`config.mk`:
```
export PLATFORM = sky130hd
export DESIGN_NAME = horner_coeff_seq_flat
export DESIGN_NICKNAME = d
export VERILOG_FILES = /design/src/rtl/horner_coeff_seq_if.sv /design/src/rtl/horner_coeff_seq.sv /design/src/flat_wrapper.sv
export SDC_FILE = /design/constraint.sdc
export NUM_CORES = 1
export LEC_CHECK = 0
export ABC_AREA = 1
export BUFFER_PORTS_ARGS = -buffer_cell sky130_fd_sc_hd__buf_4
export CORE_MARGIN = 8
export CORE_UTILIZATION = 30
export CTS_CLUSTER_DIAMETER = 150
export DETAILED_ROUTE_END_ITERATION = 6
export SETUP_SLACK_MARGIN = 0.15
export SLEW_MARGIN = 15
export SYNTH_ARGS = -nofsm -noshare
export SYNTH_HDL_FRONTEND = slang
export SYNTH_SLANG_ARGS = --single-unit
```
`constraint.sdc`:
```
create_clock -name clk -period 4.6 [get_ports clk]
set_input_delay 0.23 -clock clk [delete_from_list [all_inputs] [get_ports clk]]
set_output_delay 0.23 -clock clk [all_outputs]
set_load 0.03 [all_outputs]
```
`src/rtl/horner_coeff_seq_if.sv`:
```
// Sequencer-side bus: coefficient table writes, run control and the
// evaluator x/coefficient stream with its returned result.
interface horner_coeff_seq_if #(
  parameter int unsigned W  = 32,
  parameter int unsigned AW = 3
);
  logic          wr_en;
  logic [AW-1:0] wr_addr;
  logic [W-1:0]  wr_data;
  logic [AW-1:0] deg;
  logic [W-1:0]  x_in;
  logic          start;
  logic          busy;
  logic [W-1:0]  x_out;
  logic [W-1:0]  cn_out;
  logic          cn_valid;
  logic          cn_first;
  logic [W-1:0]  z_in;
  logic [W-1:0]  result;
  logic          done;

  modport slave (
    input  wr_en, wr_addr, wr_data, deg, x_in, start, z_in,
    output busy, x_out, cn_out, cn_valid, cn_first, result, done
  );

  modport master (
    output wr_en, wr_addr, wr_data, deg, x_in, start, z_in,
    input  busy, x_out, cn_out, cn_valid, cn_first, result, done
  );
endinterface

```
`src/rtl/horner_coeff_seq.sv`:
```
// Upstream sequencer for the Horner evaluator: streams x and the coefficients
// highest-degree-first, waits out the evaluator latency, then captures z.
module horner_coeff_seq #(
  parameter int unsigned W       = 32,
  parameter int unsigned MAX_DEG = 7,
  parameter int unsigned AW      = 3,
  parameter int unsigned ACC_LAT = 1
) (
  input logic               clk,
  input logic               rst,
  horner_coeff_seq_if.slave bus
);

  localparam int unsigned LW        = (ACC_LAT > 1) ? $clog2(ACC_LAT) : 1;
  localparam logic [AW:0] DEG_LIMIT = (AW+1)'(MAX_DEG);

  typedef enum logic [1:0] {
    S_IDLE,
    S_ISSUE,
    S_WAIT,
    S_DONE
  } state_t;

  state_t        r_state, w_state_n;
  logic [AW-1:0] r_k, w_k_n;
  logic [LW-1:0] r_wcnt, w_wcnt_n;
  logic [W-1:0]  r_tab [MAX_DEG+1];
  logic [W-1:0]  r_x_out, w_x_out_n;
  logic [W-1:0]  r_cn_out, w_cn_out_n;
  logic          r_cn_valid, w_cn_valid_n;
  logic          r_cn_first, w_cn_first_n;
  logic          r_busy, w_busy_n;
  logic [W-1:0]  r_result, w_result_n;
  logic          r_done, w_done_n;

  logic          w_idle_like;
  logic          w_wr_ok;
  logic          w_start_ok;
  logic [AW-1:0] w_deg_sat;
  logic [AW-1:0] w_rd_idx;
  logic [W-1:0]  w_rd_data;

  // Table is writable and start is honoured only outside an active run
  assign w_idle_like = (r_state == S_IDLE) || (r_state == S_DONE);
  assign w_wr_ok     = bus.wr_en && w_idle_like && ({1'b0, bus.wr_addr} <= DEG_LIMIT);
  assign w_start_ok  = bus.start && w_idle_like;
  assign w_deg_sat   = ({1'b0, bus.deg} > DEG_LIMIT) ? AW'(MAX_DEG) : bus.deg;

  // Same-cycle write forwarding so a run launched with a write sees the new value
  assign w_rd_idx  = (r_state == S_ISSUE) ? AW'(r_k - AW'(1)) : w_deg_sat;
  assign w_rd_data = (w_wr_ok && (bus.wr_addr == w_rd_idx)) ? bus.wr_data : r_tab[w_rd_idx];

  always_ff @(posedge clk) begin
    if (!rst) begin
      for (int i = 0; i < int'(MAX_DEG) + 1; i++) begin
        r_tab[i] <= '0;
      end
    end else if (w_wr_ok) begin
      r_tab[bus.wr_addr] <= bus.wr_data;
    end
  end

  always_ff @(posedge clk) begin
    if (!rst) begin
      r_state    <= S_IDLE;
      r_k        <= '0;
      r_wcnt     <= '0;
      r_x_out    <= '0;
      r_cn_out   <= '0;
      r_cn_valid <= 1'b0;
      r_cn_first <= 1'b0;
      r_busy     <= 1'b0;
      r_result   <= '0;
      r_done     <= 1'b0;
    end else begin
      r_state    <= w_state_n;
      r_k        <= w_k_n;
      r_wcnt     <= w_wcnt_n;
      r_x_out    <= w_x_out_n;
      r_cn_out   <= w_cn_out_n;
      r_cn_valid <= w_cn_valid_n;
      r_cn_first <= w_cn_first_n;
      r_busy     <= w_busy_n;
      r_result   <= w_result_n;
      r_done     <= w_done_n;
    end
  end

  always_comb begin
    w_state_n    = r_state;
    w_k_n        = r_k;
    w_wcnt_n     = r_wcnt;
    w_x_out_n    = r_x_out;
    w_cn_out_n   = r_cn_out;
    w_cn_valid_n = 1'b0;
    w_cn_first_n = 1'b0;
    w_busy_n     = r_busy;
    w_result_n   = r_result;
    w_done_n     = 1'b0;

    unique case (r_state)
      S_IDLE, S_DONE: begin
        if (w_start_ok) begin
          w_state_n    = S_ISSUE;
          w_k_n        = w_deg_sat;
          w_x_out_n    = bus.x_in;
          w_cn_out_n   = w_rd_data;
          w_cn_valid_n = 1'b1;
          w_cn_first_n = 1'b1;
          w_busy_n     = 1'b1;
        end else begin
          w_state_n = S_IDLE;
          w_busy_n  = 1'b0;
        end
      end
      S_ISSUE: begin
        if (r_k == '0) begin
          w_state_n = S_WAIT;
          w_wcnt_n  = LW'(ACC_LAT - 1);
        end else begin
          w_k_n        = AW'(r_k - AW'(1));
          w_cn_out_n   = w_rd_data;
          w_cn_valid_n = 1'b1;
        end
      end
      S_WAIT: begin
        if (r_wcnt == '0) begin
          w_state_n  = S_DONE;
          w_result_n = bus.z_in;
          w_done_n   = 1'b1;
        end else begin
          w_wcnt_n = LW'(r_wcnt - LW'(1));
        end
      end
      default: begin
        w_state_n = S_IDLE;
      end
    endcase
  end

  assign bus.busy     = r_busy;
  assign bus.x_out    = r_x_out;
  assign bus.cn_out   = r_cn_out;
  assign bus.cn_valid = r_cn_valid;
  assign bus.cn_first = r_cn_first;
  assign bus.result   = r_result;
  assign bus.done     = r_done;

endmodule

```
`src/flat_wrapper.sv`:
```
// flat-port wrapper written by rule: the top's interface ports become plain ports
module horner_coeff_seq_flat 
#(
  parameter int unsigned W       = 32,
  parameter int unsigned MAX_DEG = 7,
  parameter int unsigned AW      = 3,
  parameter int unsigned ACC_LAT = 1
)
  (clk, rst, bus_wr_en, bus_wr_addr, bus_wr_data, bus_deg, bus_x_in, bus_start, bus_z_in, bus_busy, bus_x_out, bus_cn_out, bus_cn_valid, bus_cn_first, bus_result, bus_done);
  horner_coeff_seq_if #(.W(W), .AW(AW)) bus_i ();
  input logic clk;
  input logic rst;
  input wire logic [$bits(bus_i.wr_en)-1:0] bus_wr_en;
  input wire logic [$bits(bus_i.wr_addr)-1:0] bus_wr_addr;
  input wire logic [$bits(bus_i.wr_data)-1:0] bus_wr_data;
  input wire logic [$bits(bus_i.deg)-1:0] bus_deg;
  input wire logic [$bits(bus_i.x_in)-1:0] bus_x_in;
  input wire logic [$bits(bus_i.start)-1:0] bus_start;
  input wire logic [$bits(bus_i.z_in)-1:0] bus_z_in;
  output wire logic [$bits(bus_i.busy)-1:0] bus_busy;
  output wire logic [$bits(bus_i.x_out)-1:0] bus_x_out;
  output wire logic [$bits(bus_i.cn_out)-1:0] bus_cn_out;
  output wire logic [$bits(bus_i.cn_valid)-1:0] bus_cn_valid;
  output wire logic [$bits(bus_i.cn_first)-1:0] bus_cn_first;
  output wire logic [$bits(bus_i.result)-1:0] bus_result;
  output wire logic [$bits(bus_i.done)-1:0] bus_done;
  assign bus_i.wr_en = bus_wr_en;
  assign bus_i.wr_addr = bus_wr_addr;
  assign bus_i.wr_data = bus_wr_data;
  assign bus_i.deg = bus_deg;
  assign bus_i.x_in = bus_x_in;
  assign bus_i.start = bus_start;
  assign bus_i.z_in = bus_z_in;
  assign bus_busy = bus_i.busy;
  assign bus_x_out = bus_i.x_out;
  assign bus_cn_out = bus_i.cn_out;
  assign bus_cn_valid = bus_i.cn_valid;
  assign bus_cn_first = bus_i.cn_first;
  assign bus_result = bus_i.result;
  assign bus_done = bus_i.done;
  horner_coeff_seq #(.W(W), .MAX_DEG(MAX_DEG), .AW(AW), .ACC_LAT(ACC_LAT)) u_core (.clk(clk), .rst(rst), .bus(bus_i));
endmodule
```
Word-level counts from Yosys, hierarchy flattened
Memory sizes are Yosys's and may differ from the RTL's. Cells that the tools add are included.

RAM bits: 256. Memories kept: 1. Input bits: 106. Logic and storage cells: 65. Output and inout port bits: 100. Bits in registers: 106.

Bitwise operators: 1. Equal/unequal tests: 8. Muxes and demuxes: 26. Reduce and logical (&&, ||, !) cells: 17. Add/sub/neg operators: 2.

Memory list: u_core.r_tab (words 8, bits a word 32, rd ports 1, clocked after Yosys merged registers in 0, write ports 8, RTL line horner_coeff_seq.sv:27) `logic [W-1:0] r_tab [MAX_DEG+1];`.

Operators with widths (count): 2-to-1 mux 32 bit (4); one-hot mux 32 bit (2 select lines) (1); OR reduction 32 bit (1); 2-to-1 mux 3 bit (4); AND reduction 2 bit (6); 2-to-1 mux 1 bit (11); != test 2 bit, second input constant (3); one-hot mux 2 bit (3 select lines) (1); one-hot mux 3 bit (2 select lines) (1); == test 2 bit, second input constant (2); 2-to-1 mux 2 bit (2); one-hot mux 1 bit (2 select lines) (2); nonzero test 2 bit (2); == test 3 bit (1); logical AND 1 bit (3); logical NOT 3 bit (1); AND reduction 3 bit (1); subtractor 3 x 1 -> 3 bit, second input constant (1); == test 2 x 1 -> 1 bit, second input constant (1); logical NOT 2 bit (1); != test 2 x 1 -> 1 bit, second input constant (1); OR reduction 2 bit (1); logical OR 1 bit (1); inverter 1 bit (1); subtractor 1 bit, second input constant (1).

Longest topological paths before layout
Gate-level depths: netlist of the first run.

Depth after elaboration: 8. Depth in mapped cells: 14. Gate-level depth less buffers: 13.

Least setup slack after synthesis of the first run
No wires, ideal clock.

Path kind: flip-flop to flip-flop. Start: register u_core.r_state[0]. End: memory u_core.r_tab[0][0], enable pin. Data required time: 4.211 ns. Period minus slack after synthesis: 2.502 ns. Path buffers: 1. Library setup time: 0.389 ns. Arrival time: 2.113 ns. Cell stages (with the launch flop): 10. Slack: 2.098 ns. Path through: dfxtp_1 inv_1 ha_1 nand2_1 inv_1 nand2_1 nor2_1 nand2_1 clkbuf_1 nand2_1.

RTL lines: from (decl) (RTL line horner_coeff_seq.sv:24) `state_t r_state, w_state_n;`; from (signal assigned) (RTL line horner_coeff_seq.sv:76) `r_state <= w_state_n;`; to (decl) (RTL line horner_coeff_seq.sv:27).

Worst setup path after layout of the first run
Start: register u_core.r_state[1]. End: register u_core.r_cn_out[17], in the netlist u_core.bus.cn_out[17].

Cells in the longest elaborated chain, start to end: 7. Elaborated cells between the ends (all ways): 19. Classes of those cells: eq/ne (5); mux (5); reduce/logical (8); memory (1).

Ends and longest elaborated chain: parallel branches: the longest is 7 deep, another holds memory read (8 x 32 bit); to (signal assigned) (RTL line horner_coeff_seq.sv:80) `r_cn_out <= w_cn_out_n;`; to (decl) (RTL line horner_coeff_seq.sv:29) `logic [W-1:0] r_cn_out, w_cn_out_n;`.

Several ways; the timed one is not identified. The select of a mux whose other input is x is not followed. A chain may end at the register's enable or synchronous reset.

==> results of run 1 <==
-- metal layers --
layer / global-route usage / vias up / share of wire
li1: - / 6369 / -
met5: 0 / - / 0
met3: 0.03196 / 106 / 0.062
met4: 0.06357 / 0 / 0.039
met1: 0.1770 / 6348 / 0.40
met2: 0.2671 / 388 / 0.50
-- worst reg2reg max path, delay by kind of cell, from the launching register on --
kind	cells	cell delay (ns)
adder cells (fa/ha/maj)	1	0.22
AO/OA/AOI/OAI	1	0.17
AND/OR/NAND/NOR	7	1.19
buffers and inverters	3	0.85
flip-flops	1	0.33
-- how the worst max path moves through the flow --
stage                              startpoint                            endpoint  slack [ns]  cells after the start
6_report       u_core.r_state[1]$_SDFFE_PN0P_  u_core.bus.cn_out[17]$_SDFFE_PN0P_        1.79                     12
5_1_grt        u_core.r_state[1]$_SDFFE_PN0P_   u_core.bus.cn_out[2]$_SDFFE_PN0P_        1.50                     13
4_1_cts        u_core.r_state[1]$_SDFFE_PN0P_  u_core.bus.cn_out[15]$_SDFFE_PN0P_        1.80                     12
3_5_place_dp                              rst   u_core.r_tab[0][17]$_SDFFCE_PN0P_        1.78                      6
3_3_place_gp                              rst   u_core.r_tab[1][17]$_SDFFCE_PN0P_        1.81                      6
2_1_floorplan  u_core.r_state[0]$_SDFFE_PN0P_    u_core.r_tab[0][0]$_SDFFCE_PN0P_        2.10                      9
-- power by group through the flow --
stage	clock network (mW)	registers, mW	logic [mW]
after floorplan	0	4.72	2.14
after global placement	0	4.18	3.96
after detailed placement	0	4.19	3.99
after CTS	3.40	4.13	4.06
after global routing	3.51	4.18	4.44
final	3.34	4.13	4.02
-- cell type report --
type | count | area [um^2] | area share
Sequential cell | 361 | 9789 | 0.4834
Clock buffer | 58 | 1150 | 0.05677
Tap cell | 696 | 870.8 | 0.04300
Clock inverter | 16 | 231.5 | 0.01143
Inverter | 252 | 947.2 | 0.04677
Timing Repair Buffer | 293 | 2400 | 0.1185
Multi-Input combinational cell | 1130 | 4865 | 0.2402
-- logic make-up after synthesis --
family | count (synthesis) | synth area share
buffers and inverters | 361 | 0.08922
AO/OA/AOI/OAI | 193 | 0.06041
AND/OR/NAND/NOR | 932 | 0.2374
adder cells (fa/ha/maj) | 5 | 0.003893
flip-flops | 361 | 0.6091
-- Yosys cell counts (all sizes together) --
cell	number	area (um^2)
a21oi	31	155.2
a31oi	1	6.260
buf	44	244.0
clkbuf	65	244.0
clkinv	1	3.750
dfxtp	105	2102
edfxtp	256	7687
ha	5	62.56
inv	251	942.2
nand2	384	1469
nand3	196	980.9
nand3b	7	52.55
nor2	344	1306
o21ai	161	809.5
or2	1	6.260
-- metrics by stage --
stage	instance area (um^2)	setup WS, ns	cells	util	total power, mW
after floorplan	16070	2.098	1852	-	6.859
after global placement	18220	1.810	2667	0.3413	8.136
after detailed placement	18220	1.781	2667	0.3413	8.187
after CTS	20250	1.803	2806	0.3793	11.59
after global routing	20250	1.503	2806	0.3794	12.14
final	20250	1.792	2806	0.3794	11.49
-- registers in the layout, indices dropped and copies added (netlist names) --
register	cells
u_core.bus.busy	1
u_core.bus.cn_first	1
u_core.bus.cn_out	32
u_core.bus.cn_valid	1
u_core.bus.done	1
u_core.bus.result	32
u_core.bus.x_out	32
u_core.r_k	3
u_core.r_state	2
u_core.r_tab	256
==> results.json, run 1 <==
{
  "yosysWarnings": 0,
  "clk_pin_slew_worst_paths_ns": 0.06,
  "finalNetCount": 2189,
  "min-delay-path-class": "in -> reg",
  "power_density_nw_per_um2": 567.3,
  "crit_family": "simple AND/OR/NAND/NOR gates",
  "setup_viol": 0,
  "ir_drop_mv": 0.4751,
  "start_util": 0.3010,
  "io_pins": 206,
  "cp_common_cell": "nand2_1",
  "routed_via_density": 4.708,
  "max_freq_ghz": 0.3562,
  "cts_inserted_buffers": 40,
  "ys_seq_area_frac": 0.6091,
  "worst_slew_margin_rel": 0.2450,
  "clock_path_buffers": 3,
  "n_antenna_cell": 0,
  "ys_ff_latch": 361,
  "finalSetupTns_ns": 0,
  "ctsResizeCount": 0,
  "pwr-share-seq": 0.360,
  "first_iter_violations": 1025,
  "period_minus_slack_ns": 2.808,
  "critPathBufInv": 3,
  "worstHoldEndpoint": "u_core.bus.cn_out[10]$_SDFFE_PN0P_",
  "core_area_um2": 53390,
  "intPower_mw": 7.130,
  "cts.sinks": 361,
  "clockPowerShare": 0.290,
  "grt_max_degree": 154,
  "antenna_found_initial": 0,
  "p_leak_nw": 8.877,
  "arrival_ns": 3.30,
  "grt_pass1_wl_mm": 73.13,
  "cts_tree": "yes",
  "gr-usage-all-layers": 0.1514,
  "path_max_fanout": 76,
  "hp-start": "bus_wr_data[10]",
  "post-route-drc-count": 0,
  "portBuffers": 205,
  "clkLatencyLatePin_ns": 0.56,
  "worstReg2RegStart": "u_core.r_state[1]$_SDFFE_PN0P_",
  "criticalPathCategory": "reg -> reg",
  "die_w_um": 247.5,
  "die_area_um2": 61230,
  "tightest_slew_ns": 1.133,
  "routed_wl_mm": 47.99,
  "syn_inst": 1852,
  "slowest_stage": "buf_4",
  "switching_share": 0.3794,
  "outcome": "finished, final reports clean",
  "final_cell_mix": "nand2_1 (377), nor2_1 (342), edfxtp_1 (256)",
  "syn_to_final_growth_pct": 26.02,
  "post_cts_buffers": 0,
  "endpoint_kind": "register",
  "floorplan.rows": 85,
  "drt_pass1_iterations": 5,
  "drive_above_1_share": 0.1464,
  "die_y_um": 247.5,
  "r2r_slack_ns": 1.79,
  "r2r_cells": 12,
  "ant_nets": 0,
  "p_sw_mw": 4.359,
  "grt_pass1_vias": 13172,
  "combPwrFrac": 0.350,
  "critical_path_required_ns": 5.09,
  "synth.distinct_cells": 24,
  "cap_viol_max_count": 0,
  "path_cells": "inv_1, ha_1, inv_2, nand2_2, nand2_2, buf_4, nand2_1, nand2_1, nand2_1, nand3_1, nand3_1, a21oi_1",
  "syn_area_um2": 16070,
  "hold_violations": 0,
  "layout_commonest_cell": "nand2_1",
  "clock_skew_ns": 0.02027,
  "timing.final.crit_share": 0.6104,
  "avgSynthCellArea_um2": 8.678,
  "routedWlPerCell_um": 17.10,
  "maxSlewViolCount": 0,
  "cpPeakStageDelay_ns": 0.66,
  "min_path_cells": 5,
  "startpoint_type": "register",
  "grt-ovfl-total": 0,
  "cts_max_level": 2,
  "r2r_end": "u_core.bus.cn_out[17]$_SDFFE_PN0P_",
  "final.fill_count": 5368,
  "cts-root-buf": "clkbuf_16",
  "place_hpwl_mm": 28.81,
  "hold-worst-slack_ns": 0.02623,
  "rsz0062_at_grt": "no",
  "gp_congestion": 0.7794,
  "num_vias": 13211,
  "cts-hold-fix-buffers": 65,
  "synthesis.nets": 1963
}
(Power assumes the default switching activity.)
==> run 2: changes to the inputs <==
--- a/config.mk
+++ b/config.mk
@@ -5,7 +5,7 @@
 export SDC_FILE = /design/constraint.sdc
 export NUM_CORES = 1
 export LEC_CHECK = 0
-export ABC_AREA = 1
+export ABC_AREA = 0
 export BUFFER_PORTS_ARGS = -buffer_cell sky130_fd_sc_hd__buf_4
 export CORE_MARGIN = 8
 export CORE_UTILIZATION = 30
==> constraint.sdc (replaced) <==
create_clock -name clk -period 2.34 [get_ports clk]
set_input_delay 0.117 -clock clk [delete_from_list [all_inputs] [get_ports clk]]
set_output_delay 0.117 -clock clk [all_outputs]
set_load 0.03 [all_outputs]
==> results.json, run 2 <==
{
  "final_cell_mix": "and2_1 (259), edfxtp_1 (256), buf_4 (242)",
  "largest_reg_flops": 256,
  "place_hpwl_mm": 28.40,
  "num_vias": 11312,
  "path_max_fanout": 8,
  "p_leak_nw": 8.145,
  "cts-root-buf": "clkbuf_16",
  "synth_top_area_share": 0.4915,
  "cts_inserted_buffers": 39,
  "core_area_um2": 51410,
  "avgSynthCellArea_um2": 12.29,
  "grt_max_degree": 74,
  "antenna_found_initial": 3,
  "drt_pass1_iterations": 5,
  "clk_pin_slew_worst_paths_ns": 0.06,
  "ir_drop_mv": 0.4649,
  "min-delay-path-class": "in -> reg",
  "gp_congestion": 0.7495,
  "startpoint_type": "register",
  "routed_via_density": 4.884,
  "max_freq_ghz": 0.4402,
  "arrival_ns": 2.69,
  "cts_max_level": 2,
  "portBuffers": 205,
  "p_total_mw": 21.68,
  "tightest_slew_ns": 0.8702,
  "timing.final.crit_share": 0.9708,
  "setup_viol": 0,
  "syn_to_final_growth_pct": 33.74,
  "syn_inst": 1273,
  "yosysWarnings": 0,
  "routedWlPerCell_um": 20.36,
  "setup_ws_ns": 0.06839,
  "top_register": "u_core.r_tab",
  "cts.sinks": 361,
  "finalSetupTns_ns": 0,
  "synth_common_cells": "and2_1 (260), edfxtp_1 (256), nand2_1 (200)",
  "clkLatencyLatePin_ns": 0.55,
  "grt_pass1_wl_mm": 70.74,
  "ant_nets": 0,
  "ys_ff_latch": 361,
  "drive_above_1_share": 0.2393,
  "clock_path_buffers": 3,
  "gr-usage-all-layers": 0.1519,
  "period_minus_slack_ns": 2.272,
  "endpoint_kind": "register",
  "top_layer": "met5",
  "outcome": "finished, final reports clean",
  "finalNetCount": 1718,
  "critical_path_required_ns": 2.76,
  "syn_area_um2": 15640,
  "cts_tree": "yes",
  "io_pins": 206,
  "routed_wl_mm": 47.16,
  "m1WireLength_mm": 19.79,
  "yosysTopAreaCell": "edfxtp_1",
  "wl_met3_mm": 2.807,
  "first_iter_violations": 660,
  "hold_violations": 0,
  "clock_skew_ns": 0.01274,
  "die_area_um2": 59690,
  "start_util": 0.3042,
  "die_y_um": 244.3,
  "wl_met2_mm": 23.25,
  "synth.most_common_cell": "and2_1",
  "synthesis.nets": 1384,
  "grt_pass1_vias": 11813,
  "power_density_nw_per_um2": 1036,
  "criticalPathCategory": "reg -> reg",
  "grt-ovfl-total": 0,
  "floorplan.rows": 83,
  "preCtsSetupSlack_ns": -0.02672,
  "synth-edff-count": 256,
  "cap_viol_max_count": 0,
  "worst_slew_margin_rel": 0.4199,
  "synthArstFlopShare": 0,
  "ys.flop_type": "edfxtp_1",
  "ys_seq_area_frac": 0.6259,
  "post-route-drc-count": 0,
  "synthTopCellsByArea": "edfxtp_1 (49%), dfxtp_1 (13%), and2_1 (10%)",
  "hold-worst-slack_ns": 0.1085,
  "rsz0062_at_grt": "yes",
  "layout_commonest_cell": "and2_1",
  "maxSlewViolCount": 0,
  "synth.distinct_cells": 46,
  "die_w_um": 244.3
}
## run 2: stage by stage
stage / area, um^2 / utilization / instances
2_1_floorplan: 15720 / - / 1273
3_3_place_gp: 18310 / 0.3563 / 2128
3_5_place_dp: 18310 / 0.3563 / 2128
4_1_cts: 20750 / 0.4037 / 2308
5_1_grt: 20910 / 0.4068 / 2315
6_report: 20920 / 0.4069 / 2316
## run 2: cells by family after synthesis
kind of cell             Yosys count  synth area share
adder cells (fa/ha/maj)            5          0.004000
AO/OA/AOI/OAI                    187           0.09800
flip-flops                       361            0.6259
multiplexers                      96           0.06144
AND/OR/NAND/NOR                  526            0.1732
buffers and inverters             98           0.03744
## run 2: cell type report
type / count / area, um^2
fill: 4792 / 30490
sequential: 361 / 9793
multi-input combinational: 817 / 5544
timing repair buffer: 380 / 3511
clock buffer: 60 / 1115
tap: 680 / 850.8
clock inverter: 8 / 67.56
inverter: 8 / 30.03
antenna: 2 / 5.005
## run 2: where the power goes
part           internal [mW]  total [mW]  switching [mW]
Clock                   3.38        5.86            2.48
Combinational           3.02        7.59            4.57
Sequential              7.71        8.23           0.520
## run 2: per-layer routing
metal,up-vias,track usage
met4,2,0.05398
met2,372,0.2627
met3,82,0.03150
li1,5261,-
met1,5595,0.1859
met5,-,0
## run 2: critical path, stage by stage, from the launching register on
cell	delay, ns
dfxtp_2	0.34
inv_2	0.05
ha_4	0.15
ha_4	0.27
nor2b_4	0.04
or3_4	0.39
a21oi_2	0.37
a211o_2	0.40
o31ai_1	0.14
## run 2: final timing paths
| kind | startpoint | endpoint | slack [ns] | cells past startpoint |
|---|---|---|---|---|
| max | u_core.r_k[0]$_SDFFE_PN0P_ | u_core.bus.cn_out[3]$_SDFFE_PN0P_ | 0.07 | 8 |
| min | bus_deg[1] | u_core.r_k[1]$_SDFFE_PN0P_ | 0.11 | 5 |
| max reg2reg | u_core.r_k[0]$_SDFFE_PN0P_ | u_core.bus.cn_out[3]$_SDFFE_PN0P_ | 0.07 | 8 |
| min reg2reg | u_core.bus.x_out[3]$_SDFFE_PN0P_ | u_core.bus.x_out[3]$_SDFFE_PN0P_ | 0.45 | 2 |
## run 2: repair_timing
item                                    CTS  global route
gates resized for setup                  34            17
pin swaps                                30             4
hold buffers                             99             0
cloned                                    4             4
endpoints found under the hold margin   357             0
buffers inserted                          9             2
endpoints found under the setup margin  106           257
